## config.mk

```make
export PLATFORM = sky130hd
export DESIGN_NAME = mem_bist
export DESIGN_NICKNAME = d
export VERILOG_FILES = /design/src/rtl/mem_bist_pkg.sv /design/src/rtl/mem_bist_patgen.sv /design/src/rtl/mem_bist.sv
export SDC_FILE = /design/constraint.sdc
export NUM_CORES = 1
export LEC_CHECK = 0
export ABC_AREA = 1
export BUFFER_PORTS_ARGS = -buffer_cell sky130_fd_sc_hd__buf_2
export CAP_MARGIN = 30
export CORE_MARGIN = 4
export CORE_UTILIZATION = 52
export DETAILED_ROUTE_END_ITERATION = 10
export GPL_ROUTABILITY_DRIVEN = 0
export PLACE_DENSITY = 0.77
export REMOVE_ABC_BUFFERS = 1
export SKIP_CTS_REPAIR_TIMING = 1
export SLEW_MARGIN = 10
export SYNTH_ARGS = -nofsm -noshare
export SYNTH_HDL_FRONTEND = slang
export SYNTH_SLANG_ARGS = --single-unit
```

## constraint.sdc

```tcl
create_clock -name clk_i -period 1.8 [get_ports clk_i]
set_input_delay 0.18 -clock clk_i [delete_from_list [all_inputs] [get_ports clk_i]]
set_output_delay 0.18 -clock clk_i [all_outputs]
set_load 0.03 [all_outputs]
```

## src/rtl/mem_bist_pkg.sv

```systemverilog
// Shared types and helpers for the mem_bist memory self-test initiator.
// FSM state encoding, test phase sequence and the x*3 pattern step.
package mem_bist_pkg;

  typedef enum logic [2:0] {
    ST_IDLE,
    ST_W_REQ,
    ST_W_WAIT,
    ST_R_REQ,
    ST_R_WAIT,
    ST_GAP,
    ST_DONE
  } state_t;

  typedef enum logic [1:0] {
    PH_WRITE,
    PH_READ,
    PH_WRITE_INV,
    PH_READ_INV
  } phase_t;

  localparam int ERR_CNT_W = 16;
  localparam logic [ERR_CNT_W-1:0] ERR_CNT_MAX = '1;

  // Widest pattern the step helper handles; callers truncate to their own width.
  localparam int PAT_MAX_W = 64;

  function automatic logic [PAT_MAX_W-1:0] pat_step(input logic [PAT_MAX_W-1:0] x);
    return (x << 1) + x;
  endfunction

endpackage

```

## src/rtl/mem_bist_patgen.sv

```systemverilog
// Test pattern generator: loads SEED, steps p(n+1)=p(n)*3 mod 2^W,
// and optionally presents the bitwise inverse of the current word.
module mem_bist_patgen
  import mem_bist_pkg::*;
#(
  parameter int          W    = 16,
  parameter logic [15:0] SEED = 16'h1010
) (
  input  logic         clk_i,
  input  logic         rst_n_i,
  input  logic         load_i,
  input  logic         step_i,
  input  logic         inv_i,
  output logic [W-1:0] pat_o
);

  localparam logic [W-1:0] SEED_W = W'(SEED);

  logic [W-1:0] r_gen;
  logic [W-1:0] w_gen_step;

  assign w_gen_step = W'(pat_step(PAT_MAX_W'(r_gen)));

  always_ff @(posedge clk_i or negedge rst_n_i) begin
    if (!rst_n_i) begin
      r_gen <= SEED_W;
    end else if (load_i) begin
      r_gen <= SEED_W;
    end else if (step_i) begin
      r_gen <= w_gen_step;
    end
  end

  for (genvar gi = 0; gi < W; gi++) begin : g_inv
    assign pat_o[gi] = r_gen[gi] ^ inv_i;
  end

endmodule

```

## src/rtl/mem_bist.sv

```systemverilog
// Memory BIST initiator for the memx host port: write pattern to every word, read back, report.
// Optional macro BIST_INV_PASS_EN adds a second write+read pass using the inverted pattern.
module mem_bist
  import mem_bist_pkg::*;
#(
  parameter int          RAM_DATA_WIDTH = 16,
  parameter int          RAM_ADDR_WIDTH = 10,
  parameter int          RAM_N_OF_WORDS = 256,
  parameter logic [15:0] SEED           = 16'h1010,
  parameter int          TIMEOUT_CYC    = 64
) (
  input  logic                      clk_i,
  input  logic                      rst_n_i,
  input  logic                      start_i,
  output logic                      mem_rd_o,
  output logic                      mem_wr_o,
  output logic [RAM_ADDR_WIDTH-1:0] mem_addr_o,
  output logic [RAM_DATA_WIDTH-1:0] mem_wdt_o,
  input  logic                      mem_busy_i,
  input  logic [RAM_DATA_WIDTH-1:0] mem_rdt_i,
  input  logic                      mem_wok_i,
  output logic                      running_o,
  output logic                      done_o,
  output logic                      pass_o,
  output logic                      timeout_o,
  output logic [ERR_CNT_W-1:0]      err_cnt_o,
  output logic [RAM_ADDR_WIDTH-1:0] fail_addr_o
);

  localparam int TMO_W = $clog2(TIMEOUT_CYC + 1);
  localparam logic [RAM_ADDR_WIDTH-1:0] LAST_ADDR = RAM_ADDR_WIDTH'(RAM_N_OF_WORDS - 1);

  state_t r_state, w_next_state;
  phase_t r_phase, w_next_phase;

  logic [RAM_ADDR_WIDTH-1:0] r_addr;
  logic [RAM_ADDR_WIDTH-1:0] r_fail_addr;
  logic [ERR_CNT_W-1:0]      r_err_cnt;
  logic [TMO_W-1:0]          r_tmo_cnt;
  logic                      r_timeout;
  logic                      r_pass;

  logic [RAM_DATA_WIDTH-1:0] w_pat;
  logic w_phase_last, w_phase_rd, w_phase_inv, w_in_req;
  logic w_last_addr, w_tmo_hit, w_complete, w_cmp_err;
  logic w_gen_load, w_gen_step, w_wr, w_rd;

  mem_bist_patgen #(
    .W    (RAM_DATA_WIDTH),
    .SEED (SEED)
  ) u_patgen (
    .clk_i   (clk_i),
    .rst_n_i (rst_n_i),
    .load_i  (w_gen_load),
    .step_i  (w_gen_step),
    .inv_i   (w_phase_inv),
    .pat_o   (w_pat)
  );

  always_comb begin
    w_next_phase = r_phase;
    w_phase_last = 1'b0;
    case (r_phase)
      PH_WRITE:     w_next_phase = PH_READ;
`ifdef BIST_INV_PASS_EN
      PH_READ:      w_next_phase = PH_WRITE_INV;
      PH_WRITE_INV: w_next_phase = PH_READ_INV;
`else
      PH_READ:      w_phase_last = 1'b1;
      PH_WRITE_INV: w_phase_last = 1'b1;
`endif
      PH_READ_INV:  w_phase_last = 1'b1;
      default:      w_phase_last = 1'b1;
    endcase
  end

  assign w_phase_rd  = (r_phase == PH_READ) || (r_phase == PH_READ_INV);
  assign w_phase_inv = (r_phase == PH_WRITE_INV) || (r_phase == PH_READ_INV);
  assign w_in_req    = (r_state == ST_W_REQ) || (r_state == ST_R_REQ);
  assign w_last_addr = (r_addr == LAST_ADDR);
  assign w_tmo_hit   = w_in_req && !mem_busy_i && (r_tmo_cnt == TMO_W'(TIMEOUT_CYC - 1));
  assign w_complete  = ((r_state == ST_W_WAIT) || (r_state == ST_R_WAIT)) && !mem_busy_i;
  // A write fails on a missing write-ok, a read on any data difference.
  assign w_cmp_err   = (r_state == ST_W_WAIT) ? !mem_wok_i : (mem_rdt_i != w_pat);
  assign w_gen_load  = ((r_state == ST_IDLE) && start_i) || ((r_state == ST_GAP) && w_last_addr);
  assign w_gen_step  = (r_state == ST_GAP) && !w_last_addr;

  always_ff @(posedge clk_i or negedge rst_n_i) begin
    if (!rst_n_i) begin
      r_state <= ST_IDLE;
    end else begin
      r_state <= w_next_state;
    end
  end

  always_comb begin
    w_next_state = r_state;
    case (r_state)
      ST_IDLE: if (start_i) w_next_state = ST_W_REQ;
      ST_W_REQ, ST_R_REQ: begin
        if (mem_busy_i) begin
          w_next_state = (r_state == ST_W_REQ) ? ST_W_WAIT : ST_R_WAIT;
        end else if (w_tmo_hit) begin
          w_next_state = ST_DONE;
        end
      end
      ST_W_WAIT, ST_R_WAIT: if (!mem_busy_i) w_next_state = ST_GAP;
      ST_GAP: begin
        if (!w_last_addr) begin
          w_next_state = w_phase_rd ? ST_R_REQ : ST_W_REQ;
        end else if (w_phase_last) begin
          w_next_state = ST_DONE;
        end else if ((w_next_phase == PH_READ) || (w_next_phase == PH_READ_INV)) begin
          w_next_state = ST_R_REQ;
        end else begin
          w_next_state = ST_W_REQ;
        end
      end
      ST_DONE: w_next_state = ST_IDLE;
      default: w_next_state = ST_IDLE;
    endcase
  end

  always_comb begin
    w_wr        = (r_state == ST_W_REQ) || (r_state == ST_W_WAIT);
    w_rd        = (r_state == ST_R_REQ) || (r_state == ST_R_WAIT);
    mem_wr_o    = w_wr;
    mem_rd_o    = w_rd;
    mem_addr_o  = r_addr;
    mem_wdt_o   = w_wr ? w_pat : '0;
    running_o   = (r_state != ST_IDLE) && (r_state != ST_DONE);
    done_o      = (r_state == ST_DONE);
    pass_o      = r_pass;
    timeout_o   = r_timeout;
    err_cnt_o   = r_err_cnt;
    fail_addr_o = r_fail_addr;
  end

  always_ff @(posedge clk_i or negedge rst_n_i) begin
    if (!rst_n_i) begin
      r_phase     <= PH_WRITE;
      r_addr      <= '0;
      r_fail_addr <= '0;
      r_err_cnt   <= '0;
      r_tmo_cnt   <= '0;
      r_timeout   <= 1'b0;
      r_pass      <= 1'b0;
    end else begin
      r_tmo_cnt <= (w_in_req && !mem_busy_i && !w_tmo_hit) ? r_tmo_cnt + TMO_W'(1) : '0;
      if (w_tmo_hit) r_timeout <= 1'b1;

      if ((r_state == ST_IDLE) && start_i) begin
        r_phase     <= PH_WRITE;
        r_addr      <= '0;
        r_fail_addr <= '0;
        r_err_cnt   <= '0;
        r_timeout   <= 1'b0;
        r_pass      <= 1'b0;
      end

      if (w_complete && w_cmp_err) begin
        if (r_err_cnt == '0) r_fail_addr <= r_addr;
        if (r_err_cnt != ERR_CNT_MAX) r_err_cnt <= r_err_cnt + ERR_CNT_W'(1);
      end

      if (r_state == ST_GAP) begin
        if (w_last_addr) begin
          r_addr  <= '0;
          r_phase <= w_next_phase;
        end else begin
          r_addr <= r_addr + RAM_ADDR_WIDTH'(1);
        end
      end

      // Verdict is latched on entry to DONE so it is valid alongside done_o.
      if (w_next_state == ST_DONE) begin
        r_pass <= (r_err_cnt == '0) && !r_timeout && !w_tmo_hit;
      end
    end
  end

endmodule
```

==> results.json <==
{
  "arrival_ns": 2.15,
  "hold_violations": 0,
  "finalPower_uw": 11100,
  "path_clk_slew_ns": 0.08,
  "start_util": 0.539,
  "synthCells": 791,
  "yosys_warnings": 0,
  "design_area_um2": 6820,
  "post_drt_via_cell_ratio": 5.47,
  "numClockSinks": 65,
  "avgSynthCellArea_um2": 6.33,
  "synth_largest_area_cell": "dfrtp_1",
  "antenna_found_initial": 0,
  "fmax_ghz": 0.522,
  "die_area_um2": 11300,
  "critPathKind": "flop to flop",
  "die_y_um": 106,
  "drive_gt1_frac": 0.280,
  "nets": 965,
  "tightest_slew_ns": 0.520,
  "area_delta_synth_final_pct": 36.3,
  "drc_errors": 0,
  "clock_latency_ns": 0.35,
  "min_period_ns": 1.92,
  "p_int_uw": 5500,
  "min_period_over_period": 1.06,
  "clockBufferDepth": 2,
  "synth_area_um2": 5000,
  "r2r_end": "err_cnt_o[13]",
  "p_switching_uw": 5560,
  "finish.utilization": 0.735,
  "synthAdderAreaFrac": 0.0465,
  "die_w_um": 106,
  "skew_ns": 0.0107,
  "port_buffers": 78,
  "drtAntennaViolNets": 0,
  "seq_power_share": 0.220,
  "outcome": "finished with violations",
  "routed_wl_um": 15900,
  "grt_pass1_vias": 5050,
  "synthDistinctLibCells": 32,
  "numCtsBuffers": 9,
  "startpoint_type": "flop",
  "dpl_worst_slack_ns": -0.0264,
  "dpl_cell_area_um2": 5800,
  "pwr-share-comb": 0.640,
  "p_per_area_nw_per_um2": 1620,
  "power.leakage_uw": 0.00375,
  "first_pass_iters": 6,
  "violations": "setup timing",
  "cts_tree": "yes",
  "fp.coreArea_um2": 9280,
  "synth_seq_area_share": 0.326,
  "yosys.area_share.simple": 0.407,
  "grtUsageTotal": 0.251,
  "hp-start": "mem_busy_i",
  "core.rowCount": 35,
  "htree_num_levels": 3,
  "grt_max_degree": 27,
  "holdPathEnd": "r_tmo_cnt[6]",
  "synth_xor_area_frac": 0.0368,
  "synth-seq-cells": 65,
  "r2r_cells": 11,
  "slew_headroom": 0.651,
  "dp_hpwl_um": 10600,
  "vias": 5801,
  "synth_top_cells_by_area": "dfrtp_1 32%, nand2_1 22%, inv_1 8.2%, nand3_1 8.0%, nor2_1 5.6%",
  "n_antenna_cell": 0,
  "cp_max_fo": 7,
  "wire_per_inst_um": 15.0,
  "holdPathStages": 2,
  "setup_viol": 34,
  "rr_startpoint": "r_phase[1]",
  "end_kind": "flop",
  "drtIter0Drc": 510,
  "slew_violations": 0,
  "synth_compound_area_frac": 0.0778,
  "drv_cap": 0,
  "grt_overflow": 0,
  "synth_mux_area_frac": 0,
  "ir_drop_v": 0.000970,
  "io_pins": 79,
  "p_sw_frac": 0.503,
  "setup_ws_ns": -0.117,
  "worstHoldPathType": "input port to flop",
  "root_buffer": "clkbuf_8",
  "grt_pass1_wl_um": 23400,
  "power_frac_clock": 0.141,
  "r2r_slack_ns": -0.12,
  "cp.required_ns": 2.03,
  "synth_top_family_by_area": "simple AND/OR/NAND/NOR gates",
  "rsz0062_at_grt": "true",
  "synth_top_area_frac": 0.315
}
[how the worst max path moves through the flow]
stage	from	endpoint	cells past startpoint
final	r_phase[1]	err_cnt_o[13]	11
after floorplan	r_state[1]	mem_wdt_o[14]	5
after global routing	r_state[0]	err_cnt_o[13]	11
after detailed placement	r_phase[1]	fail_addr_o[4]	11
after global placement	r_phase[1]	err_cnt_o[0]	11
after CTS	r_state[2]	mem_wdt_o[8]	6
[worst max-delay path: stages (launching register included)]
cell,delay [ns]
dfrtp_2,0.50
clkbuf_16,0.19
nand2_1,0.05
nand3_1,0.11
nand2_1,0.09
nor2_1,0.14
nand2_1,0.09
nor2_2,0.13
nand2_4,0.16
buf_12,0.19
nand3_2,0.07
nand2_1,0.06
[final cells by class]
cell class	count	area (µm²)
timing repair buffer	142	1110
sequential	65	1640
clock inverter	7	125
fill	708	2460
inverter	111	433
timing repair inverter	1	5.00
multi-input combinational	596	3230
clock buffer	9	124
tap	129	161
[per-layer routing]
layer	GRT usage	part of all wire
met3	0.0383	0.076
met2	0.403	0.48
met5	0	0
met4	0.0768	0.027
met1	0.349	0.42
[cell usage after synthesis]
| master | count |
|---|---|
| a21boi_0 | 1 |
| a21oi_1 | 20 |
| a21oi_4 | 1 |
| and3_1 | 1 |
| buf_1 | 1 |
| buf_2 | 9 |
| buf_4 | 1 |
| buf_6 | 3 |
| clkbuf_1 | 6 |
| conb_1 | 1 |
| dfrtp_1 | 63 |
| dfstp_2 | 2 |
| fa_1 | 1 |
| ha_1 | 17 |
| inv_1 | 109 |
| inv_2 | 2 |
| nand2_1 | 288 |
| nand2_2 | 2 |
| nand2_4 | 1 |
| nand3_1 | 80 |
| nand3b_1 | 11 |
| nand4_1 | 14 |
| nor2_1 | 75 |
| nor3_1 | 8 |
| nor3b_1 | 2 |
| nor4_1 | 3 |
| o211ai_1 | 1 |
| o21a_1 | 2 |
| o21ai_0 | 31 |
| o22ai_1 | 14 |
| xnor2_1 | 7 |
| xor2_1 | 14 |
[power groups by stage]
stage / Combinational [µW] / Sequential, µW / Clock (µW)
3_5_place_dp: 5810 / 2360 / 0
5_1_grt: 7690 / 2490 / 1640
6_report: 7070 / 2430 / 1550
2_1_floorplan: 3430 / 2750 / 0
4_1_cts: 5850 / 2340 / 1580
3_3_place_gp: 5640 / 2340 / 0
[flip-flops by register name (all words and copies together), names as in the netlist]
signal	count
err_cnt_o	16
u_patgen.r_gen	15
fail_addr_o	10
mem_addr_o	10
r_tmo_cnt	7
r_state	3
r_phase	2
pass_o	1
timeout_o	1
[through the flow]
step	TNS [ns]	cells	hold WS, ns
floorplan	-19.55	771	-0.116
global placement	0	1019	0.118
detailed placement	-0.358	1019	0.116
CTS	-2.91	1035	-0.270
global route	-6.38	1060	0.115
finish	-2.49	1060	0.105
[cell families (layout without fill, tap and decap cells)]
group	count (synthesis)	count (layout)
buffers and inverters	131	270
DFF	65	65
AOI/OAI and AO/OA	70	70
and+or+nand+nor	485	486
xor gates and xnor gates	21	21
adders and majority gates	18	18
other	1	1
[layout by cell type, fill, tap and decap left out, types with 10 or more instances in the layout]
cell	count
inv_1	104
nand4_1	14
xor2_1	14
nand3b_1	11
nor2_1	57
o21ai_0	24
ha_1	10
buf_6	14
nand2_1	254
dfrtp_1	58
buf_2	62
o22ai_1	13
a21oi_1	13
nand3_2	12
buf_4	54
nand3_1	67
nand2_2	31
nor2_2	15
Note: power is estimated with default switching activity, not from simulation.
